===== src/rtl/counter_updn_prescale_pkg.sv =====
// counter_pkg: shared encodings for counter_updn_prescale.
//   DIR_UP / DIR_DOWN   : values of the dir input
//   MODE_WRAP / MODE_SAT: values of the mode input
package counter_pkg;

  localparam logic DIR_UP    = 1'b1;
  localparam logic DIR_DOWN  = 1'b0;
  localparam logic MODE_WRAP = 1'b0;
  localparam logic MODE_SAT  = 1'b1;

endpackage : counter_pkg


===== src/rtl/ce_prescaler.sv =====
// ce_prescaler: divides enabled cycles by PRESCALE.
// Ports:
//   clk  - clock, rising edge
//   rst  - asynchronous active-high reset, clears progress
//   ce   - count enable; only ce=1 cycles advance the prescaler
//   clr  - synchronous clear; wins over ce and suppresses step
//   step - combinational: this cycle completes a prescale period
module ce_prescaler #(
  parameter int PRESCALE = 1
) (
  input  logic clk,
  input  logic rst,
  input  logic ce,
  input  logic clr,
  output logic step
);

  localparam int            CW   = (PRESCALE > 1) ? $clog2(PRESCALE) : 1;
  localparam logic [CW-1:0] LAST = CW'(PRESCALE - 1);

  logic [CW-1:0] cnt_q, cnt_d;

  always_comb begin
    step  = 1'b0;
    cnt_d = cnt_q;
    if (clr) begin
      cnt_d = '0;
    end else if (ce) begin
      if (cnt_q == LAST) begin
        step  = 1'b1;
        cnt_d = '0;
      end else begin
        cnt_d = cnt_q + 1'b1;
      end
    end
  end

  always_ff @(posedge clk or posedge rst) begin
    if (rst) cnt_q <= '0;
    else     cnt_q <= cnt_d;
  end

endmodule : ce_prescaler


===== src/rtl/counter_updn_prescale.sv =====
// counter_updn_prescale: up/down counter over 0..MAX with wrap or
// saturate boundary behaviour, stepped by a ce prescaler.
// Ports:
//   clk  - clock, rising edge
//   rst  - asynchronous active-high reset
//   ce   - count enable (feeds the prescaler)
//   dir  - 1 = up, 0 = down
//   mode - 0 = wrap, 1 = saturate
//   load - synchronous load of din (clamped to MAX), beats any step
//   din  - load value
//   q    - registered count
//   tick - registered: a step was taken on the previous edge
//   tc   - registered: the previous step wrapped (pulse with wrapped q)
//   sat  - registered: last step was blocked at a boundary in sat mode
module counter_updn_prescale
  import counter_pkg::*;
#(
  parameter int N        = 8,
  parameter int MAX      = 2**N - 1,
  parameter int PRESCALE = 1
) (
  input  logic         clk,
  input  logic         rst,
  input  logic         ce,
  input  logic         dir,
  input  logic         mode,
  input  logic         load,
  input  logic [N-1:0] din,
  output logic [N-1:0] q,
  output logic         tick,
  output logic         tc,
  output logic         sat
);

  localparam logic [N-1:0] MAX_V = N'(MAX);

  logic         step;
  logic [N-1:0] q_q, q_d;
  logic         tick_q, tick_d;
  logic         tc_q, tc_d;
  logic         sat_q, sat_d;

  // load doubles as the prescaler clear, so a step is never reported
  // in a cycle where load wins.
  ce_prescaler #(
    .PRESCALE(PRESCALE)
  ) u_prescaler (
    .clk (clk),
    .rst (rst),
    .ce  (ce),
    .clr (load),
    .step(step)
  );

  always_comb begin
    q_d    = q_q;
    tick_d = 1'b0;
    tc_d   = 1'b0;
    sat_d  = sat_q;
    if (load) begin
      q_d   = (din > MAX_V) ? MAX_V : din;
      sat_d = 1'b0;
    end else if (step) begin
      tick_d = 1'b1;
      if (dir == DIR_UP) begin
        if (q_q < MAX_V) begin
          q_d   = q_q + 1'b1;
          sat_d = 1'b0;
        end else if (mode == MODE_WRAP) begin
          q_d   = '0;
          tc_d  = 1'b1;
          sat_d = 1'b0;
        end else begin
          sat_d = 1'b1;
        end
      end else begin
        if (q_q != '0) begin
          q_d   = q_q - 1'b1;
          sat_d = 1'b0;
        end else if (mode == MODE_WRAP) begin
          q_d   = MAX_V;
          tc_d  = 1'b1;
          sat_d = 1'b0;
        end else begin
          sat_d = 1'b1;
        end
      end
    end
  end

  always_ff @(posedge clk or posedge rst) begin
    if (rst) begin
      q_q    <= '0;
      tick_q <= 1'b0;
      tc_q   <= 1'b0;
      sat_q  <= 1'b0;
    end else begin
      q_q    <= q_d;
      tick_q <= tick_d;
      tc_q   <= tc_d;
      sat_q  <= sat_d;
    end
  end

  assign q    = q_q;
  assign tick = tick_q;
  assign tc   = tc_q;
  assign sat  = sat_q;

endmodule : counter_updn_prescale


===== config.mk =====
export PLATFORM = sky130hd
export DESIGN_NAME = counter_updn_prescale
export DESIGN_NICKNAME = d
export VERILOG_FILES = /design/src/rtl/counter_updn_prescale_pkg.sv /design/src/rtl/ce_prescaler.sv /design/src/rtl/counter_updn_prescale.sv
export SDC_FILE = /design/constraint.sdc
export NUM_CORES = 1
export LEC_CHECK = 0
export CAP_MARGIN = 20
export CORE_MARGIN = 8
export CORE_UTILIZATION = 50
export CTS_CLUSTER_SIZE = 24
export DETAILED_ROUTE_END_ITERATION = 10
export GPL_ROUTABILITY_DRIVEN = 0
export GPL_TIMING_DRIVEN = 0
export PLACE_DENSITY_LB_ADDON = 0.1
export SLEW_MARGIN = 20
export SYNTH_ARGS = -nofsm -noshare
export SYNTH_HDL_FRONTEND = slang
export SYNTH_HIERARCHICAL = 1
export SYNTH_SLANG_ARGS = --single-unit

===== constraint.sdc =====
create_clock -name clk -period 6.69 [get_ports clk]
set_input_delay 0.669 -clock clk [delete_from_list [all_inputs] [get_ports clk]]
set_output_delay 0.669 -clock clk [all_outputs]
set_load 0.01 [all_outputs]

==> impl_results.html <==
<table>
<tr><th>Metric</th><th>Value</th></tr>
<tr><th colspan="2">Setup path</th></tr>
<tr><td>Crit. End Element</td><td>flip-flop</td></tr>
<tr><td>Required time at the endpoint of the critical path</td><td>6.85 ns</td></tr>
<tr><td>Crit path max fanout</td><td>8</td></tr>
<tr><td>Crit path arrival time</td><td>roughly 2.5 ns</td></tr>
<tr><td>Nature of the critical path startpoint</td><td>flip-flop</td></tr>
<tr><td>Path type of the worst setup path</td><td>flip-flop to flip-flop</td></tr>
<tr><th colspan="2">Run</th></tr>
<tr><td>Max cap viols</td><td>0</td></tr>
<tr><th colspan="2">Detailed routing</th></tr>
<tr><td>Antenna-violating nets left</td><td>0</td></tr>
<tr><td>Met3 wire len</td><td>about 200 µm</td></tr>
<tr><td>Met2 wire length</td><td>1.27 mm</td></tr>
<tr><td>Vias per inst</td><td>5.81</td></tr>
<tr><td>Routed Wire Length</td><td>2.62 mm</td></tr>
<tr><td>First-pass iteration count of the detailed router</td><td>4</td></tr>
<tr><td>Remaining routing DRC violations</td><td>0</td></tr>
<tr><td>Wire length per cell after detailed routing</td><td>15.0 µm</td></tr>
<tr><td>Highest routed metal layer</td><td>met4</td></tr>
<tr><td>DRC marker count from the first detailed-route iteration</td><td>38</td></tr>
<tr><td>Met1 wire length</td><td>1.13 mm</td></tr>
<tr><td>Detailed-route via count</td><td>1016</td></tr>
<tr><th colspan="2">Finish</th></tr>
<tr><td>Ratio of cells with drive above 1 in the final layout</td><td>0.108</td></tr>
<tr><td>Most frequent standard cell in the layout excluding fill and tap cells</td><td>sky130_fd_sc_hd__clkdlybuf4s50_1</td></tr>
<tr><td># fillers</td><td>193</td></tr>
<tr><td>Final Cell Area</td><td>0.00128 mm²</td></tr>
<tr><td>Combined area of the multi-input logic cells</td><td>646 µm²</td></tr>
<tr><td>Commonest cells after routing, fill and taps aside</td><td>sky130_fd_sc_hd__clkdlybuf4s50_1, sky130_fd_sc_hd__a21oi_1, sky130_fd_sc_hd__nand2_1, sky130_fd_sc_hd__dfrtp_1</td></tr>
<tr><td>Diodes inserted</td><td>0</td></tr>
<tr><td>Layout net count</td><td>166</td></tr>
<tr><td>Layout area overhead</td><td>29.3%</td></tr>
<tr><td>Reg area</td><td>275 µm²</td></tr>
<tr><th colspan="2">Synth</th></tr>
<tr><td>Number of nets in the synthesized netlist</td><td>138</td></tr>
<tr><td>Async set-reset flop share out of synthesis</td><td>1.00</td></tr>
<tr><td>Syn Std Cell Area</td><td>around 990 µm²</td></tr>
<tr><td>Share of the yosys chip area belonging to registers</td><td>0.278</td></tr>
<tr><td>Library cells used by synthesis</td><td>46</td></tr>
<tr><td>Flip-flop cell with the highest count after synthesis</td><td>sky130_fd_sc_hd__dfrtp_1</td></tr>
<tr><td>Flops &amp; latches, synth</td><td>11</td></tr>
<tr><td>Yosys warning total</td><td>6</td></tr>
<tr><td>Post-synthesis cell count</td><td>121</td></tr>
<tr><td>Post-Syn Area per Cell</td><td>8.18 µm²</td></tr>
<tr><td>EDFF count, synth</td><td>0</td></tr>
<tr><th colspan="2">Die</th></tr>
<tr><td>Total die area</td><td>0.00366 mm²</td></tr>
<tr><td>Boundary Pins</td><td>25</td></tr>
<tr><td>Starting density of the core</td><td>0.515</td></tr>
<tr><td>Placeable core region</td><td>0.00192 mm²</td></tr>
<tr><td>Std-Cell Rows</td><td>16</td></tr>
<tr><td>X dimension of the die</td><td>60.5 µm</td></tr>
<tr><td>Chip height</td><td>60.5 µm</td></tr>
<tr><th colspan="2">Pwr</th></tr>
<tr><td>Power density normalized to cell area</td><td>199 mW/mm²</td></tr>
<tr><td>Net load switching power</td><td>97.3 µW</td></tr>
<tr><td>Proportion of power drawn by flip-flops and latches</td><td>0.356</td></tr>
<tr><td>Switching part of the total</td><td>0.382</td></tr>
<tr><td>Leak pwr</td><td>0.516 nW</td></tr>
<tr><td>Peak ir drop on the vdd network</td><td>188 µV</td></tr>
<tr><td>Combinational group share of total power</td><td>0.468</td></tr>
<tr><td>Clk network pwr share</td><td>0.176</td></tr>
<tr><td>Internal Pwr Total</td><td>158 µW</td></tr>
<tr><th colspan="2">Clocking</th></tr>
<tr><td>Number of sinks driven by the clock tree</td><td>11</td></tr>
<tr><td>Setup fix buffers added after clock tree synthesis</td><td>0</td></tr>
<tr><td>H-Tree Depth</td><td>1</td></tr>
<tr><td>Number of gates resized after CTS</td><td>0</td></tr>
<tr><td>Clock root buffer</td><td>sky130_fd_sc_hd__clkbuf_4</td></tr>
<tr><td>Clk slew on worst S/H paths</td><td>about 0.07 ns</td></tr>
<tr><td>CTS tree</td><td>yes</td></tr>
<tr><td>Number of buffers inserted by hold repair at cts</td><td>0</td></tr>
<tr><td>TritonCTS buffer count</td><td>3</td></tr>
<tr><td>Source-to-sink clock delay at the later pin of the worst-skew pair</td><td>0.27 ns</td></tr>
<tr><td>Buffer depth of the longest clock path</td><td>2</td></tr>
<tr><th colspan="2">Timing</th></tr>
<tr><td>Final sum of negative setup slack</td><td>0 ns</td></tr>
<tr><td>Unrepaired setup endpoints after global routing</td><td>false</td></tr>
<tr><td>Pins Over Slew Limit</td><td>0</td></tr>
<tr><td>Tightest Pin Transition</td><td>0.461 ns</td></tr>
<tr><td>Part of the cycle the worst path needs</td><td>0.357</td></tr>
<tr><td>Largest clock skew in the final design</td><td>0.00316 ns</td></tr>
<tr><td>Worst max-slew margin expressed relative to the limit</td><td>0.693</td></tr>
<tr><td>Hold violation total from the final report</td><td>0</td></tr>
<tr><td>Final setup violating endpoints</td><td>0</td></tr>
<tr><td>Min cycle time layout</td><td>approximately 2.4 ns</td></tr>
<tr><td>Upper clock frequency limit</td><td>roughly 420 MHz</td></tr>
<tr><td>Worst setup margin</td><td>4.30 ns</td></tr>
<tr><th colspan="2">Placed design</th></tr>
<tr><td>Quantity of I/O buffers inserted on ports</td><td>23</td></tr>
<tr><td>Pre-CTS worst setup slack</td><td>4.07 ns</td></tr>
<tr><td>Total half-perimeter wirelength after legalization and detailed placement</td><td>slightly above 2 mm</td></tr>
<tr><td>Dpl cell area</td><td>0.00125 mm²</td></tr>
<tr><th colspan="2">Min path</th></tr>
<tr><td>Path type of the worst min-delay path</td><td>flip-flop to flip-flop</td></tr>
<tr><th colspan="2">Global routing</th></tr>
<tr><td>Via count of the first global-routing pass</td><td>961</td></tr>
<tr><td>Overall Global Routing Usage</td><td>0.152</td></tr>
<tr><td>Maximum number of pins on one net before global-route repair</td><td>12</td></tr>
<tr><td>Global-route wire length before repair</td><td>approximately 4.4 mm</td></tr>
<tr><td>Initial antenna violation count</td><td>0</td></tr>
<tr><td>Residual overflow from global routing</td><td>0</td></tr>
<tr><th colspan="2">Outcome</th></tr>
<tr><td>Status</td><td>complete, no violations</td></tr>
</table>
stage by stage:
stage / instances / util / power (mW) / hold slack (ns)
final: 175 / 0.666 / 0.255 / 0.494
after CTS: 175 / 0.666 / 0.257 / 0.498
after floorplan: 121 / - / 0.165 / 0.521
after global routing: 175 / 0.666 / 0.274 / 0.528
after detailed placement: 171 / 0.652 / 0.211 / 0.482
after global placement: 171 / 0.652 / 0.208 / 0.475
power groups by stage:
stage / clock network [mW] / logic [mW] / registers (mW)
3_5_place_dp: 0 / 0.119 / 0.0917
4_1_cts: 0.0462 / 0.120 / 0.0905
5_1_grt: 0.0498 / 0.131 / 0.0928
3_3_place_gp: 0 / 0.117 / 0.0912
6_report: 0.0449 / 0.119 / 0.0907
2_1_floorplan: 0 / 0.0719 / 0.0928
synth_stat cells (all sizes together) (2+ instances only):
| cell type | count | share of area |
|---|---|---|
| ha | 3 | 0.038 |
| inv | 7 | 0.027 |
| nand2 | 11 | 0.042 |
| a31oi | 7 | 0.044 |
| a211o | 2 | 0.018 |
| nor3 | 6 | 0.042 |
| or2 | 2 | 0.013 |
| a21oi | 14 | 0.071 |
| o211ai | 2 | 0.029 |
| o21ai | 4 | 0.020 |
| dfrtp | 11 | 0.28 |
| or3 | 2 | 0.013 |
| nor2b | 2 | 0.020 |
| buf | 3 | 0.020 |
| nand2b | 3 | 0.019 |
| nor2 | 5 | 0.019 |
| mux2 | 2 | 0.030 |
| o21a | 3 | 0.023 |
| nand3 | 3 | 0.015 |
| clkbuf | 6 | 0.023 |
| nand4 | 3 | 0.019 |
final timing paths:
check                                  from               end  slack [ns]  cells past startpoint
min                         sat$_DFFE_PP0P_   sat$_DFFE_PP0P_        0.49                      1
max in group asynchronous               rst  q[6]$_DFFE_PP0P_        5.71                      2
max                        q[0]$_DFFE_PP0P_  q[5]$_DFFE_PP0P_        4.30                      8
min in group asynchronous               rst      tc$_DFF_PP0_        0.69                      2
min reg2reg                 sat$_DFFE_PP0P_   sat$_DFFE_PP0P_        0.49                      1
max reg2reg                q[0]$_DFFE_PP0P_  q[5]$_DFFE_PP0P_        4.30                      8
sequential cells by signal, indices dropped and copies added (netlist names):
register	count
tick	1
tc	1
q	8
sat	1
final cells by class:
type                            instances  area share
Multi-Input combinational cell         94       0.504
Sequential cell                        11       0.215
Timing Repair Buffer                   23       0.180
Buffer                                  9      0.0332
Tap cell                               27      0.0264
Clock buffer                            4      0.0205
Inverter                                7      0.0205
worst max-delay path, cell delays in order (launching register included):
cell and delay, ns:
sky130_fd_sc_hd__dfrtp_1 0.46, sky130_fd_sc_hd__inv_1 0.13, sky130_fd_sc_hd__ha_1 0.14, sky130_fd_sc_hd__or4b_4 0.50
sky130_fd_sc_hd__nor3_4 0.26, sky130_fd_sc_hd__o211ai_4 0.16, sky130_fd_sc_hd__and2_4 0.20, sky130_fd_sc_hd__buf_6 0.13
sky130_fd_sc_hd__mux2_4 0.29
cell families after synthesis:
kind of cell    count (synthesis)  synth area share
fa+ha+maj                       3            0.0379
flops                          11             0.278
xor+xnor                        2            0.0177
simple gates                   43             0.254
mux                             2            0.0303
buf+inv                        16            0.0695
compound gates                 44             0.312
routing by layer:
metal | vias up | GRT usage
met5 | - | 0
met4 | 0 | 0.0233
met3 | 2 | 0.0466
met2 | 40 | 0.258
met1 | 468 | 0.189
li1 | 506 | -
Note: power is estimated with default switching activity, not from simulation.
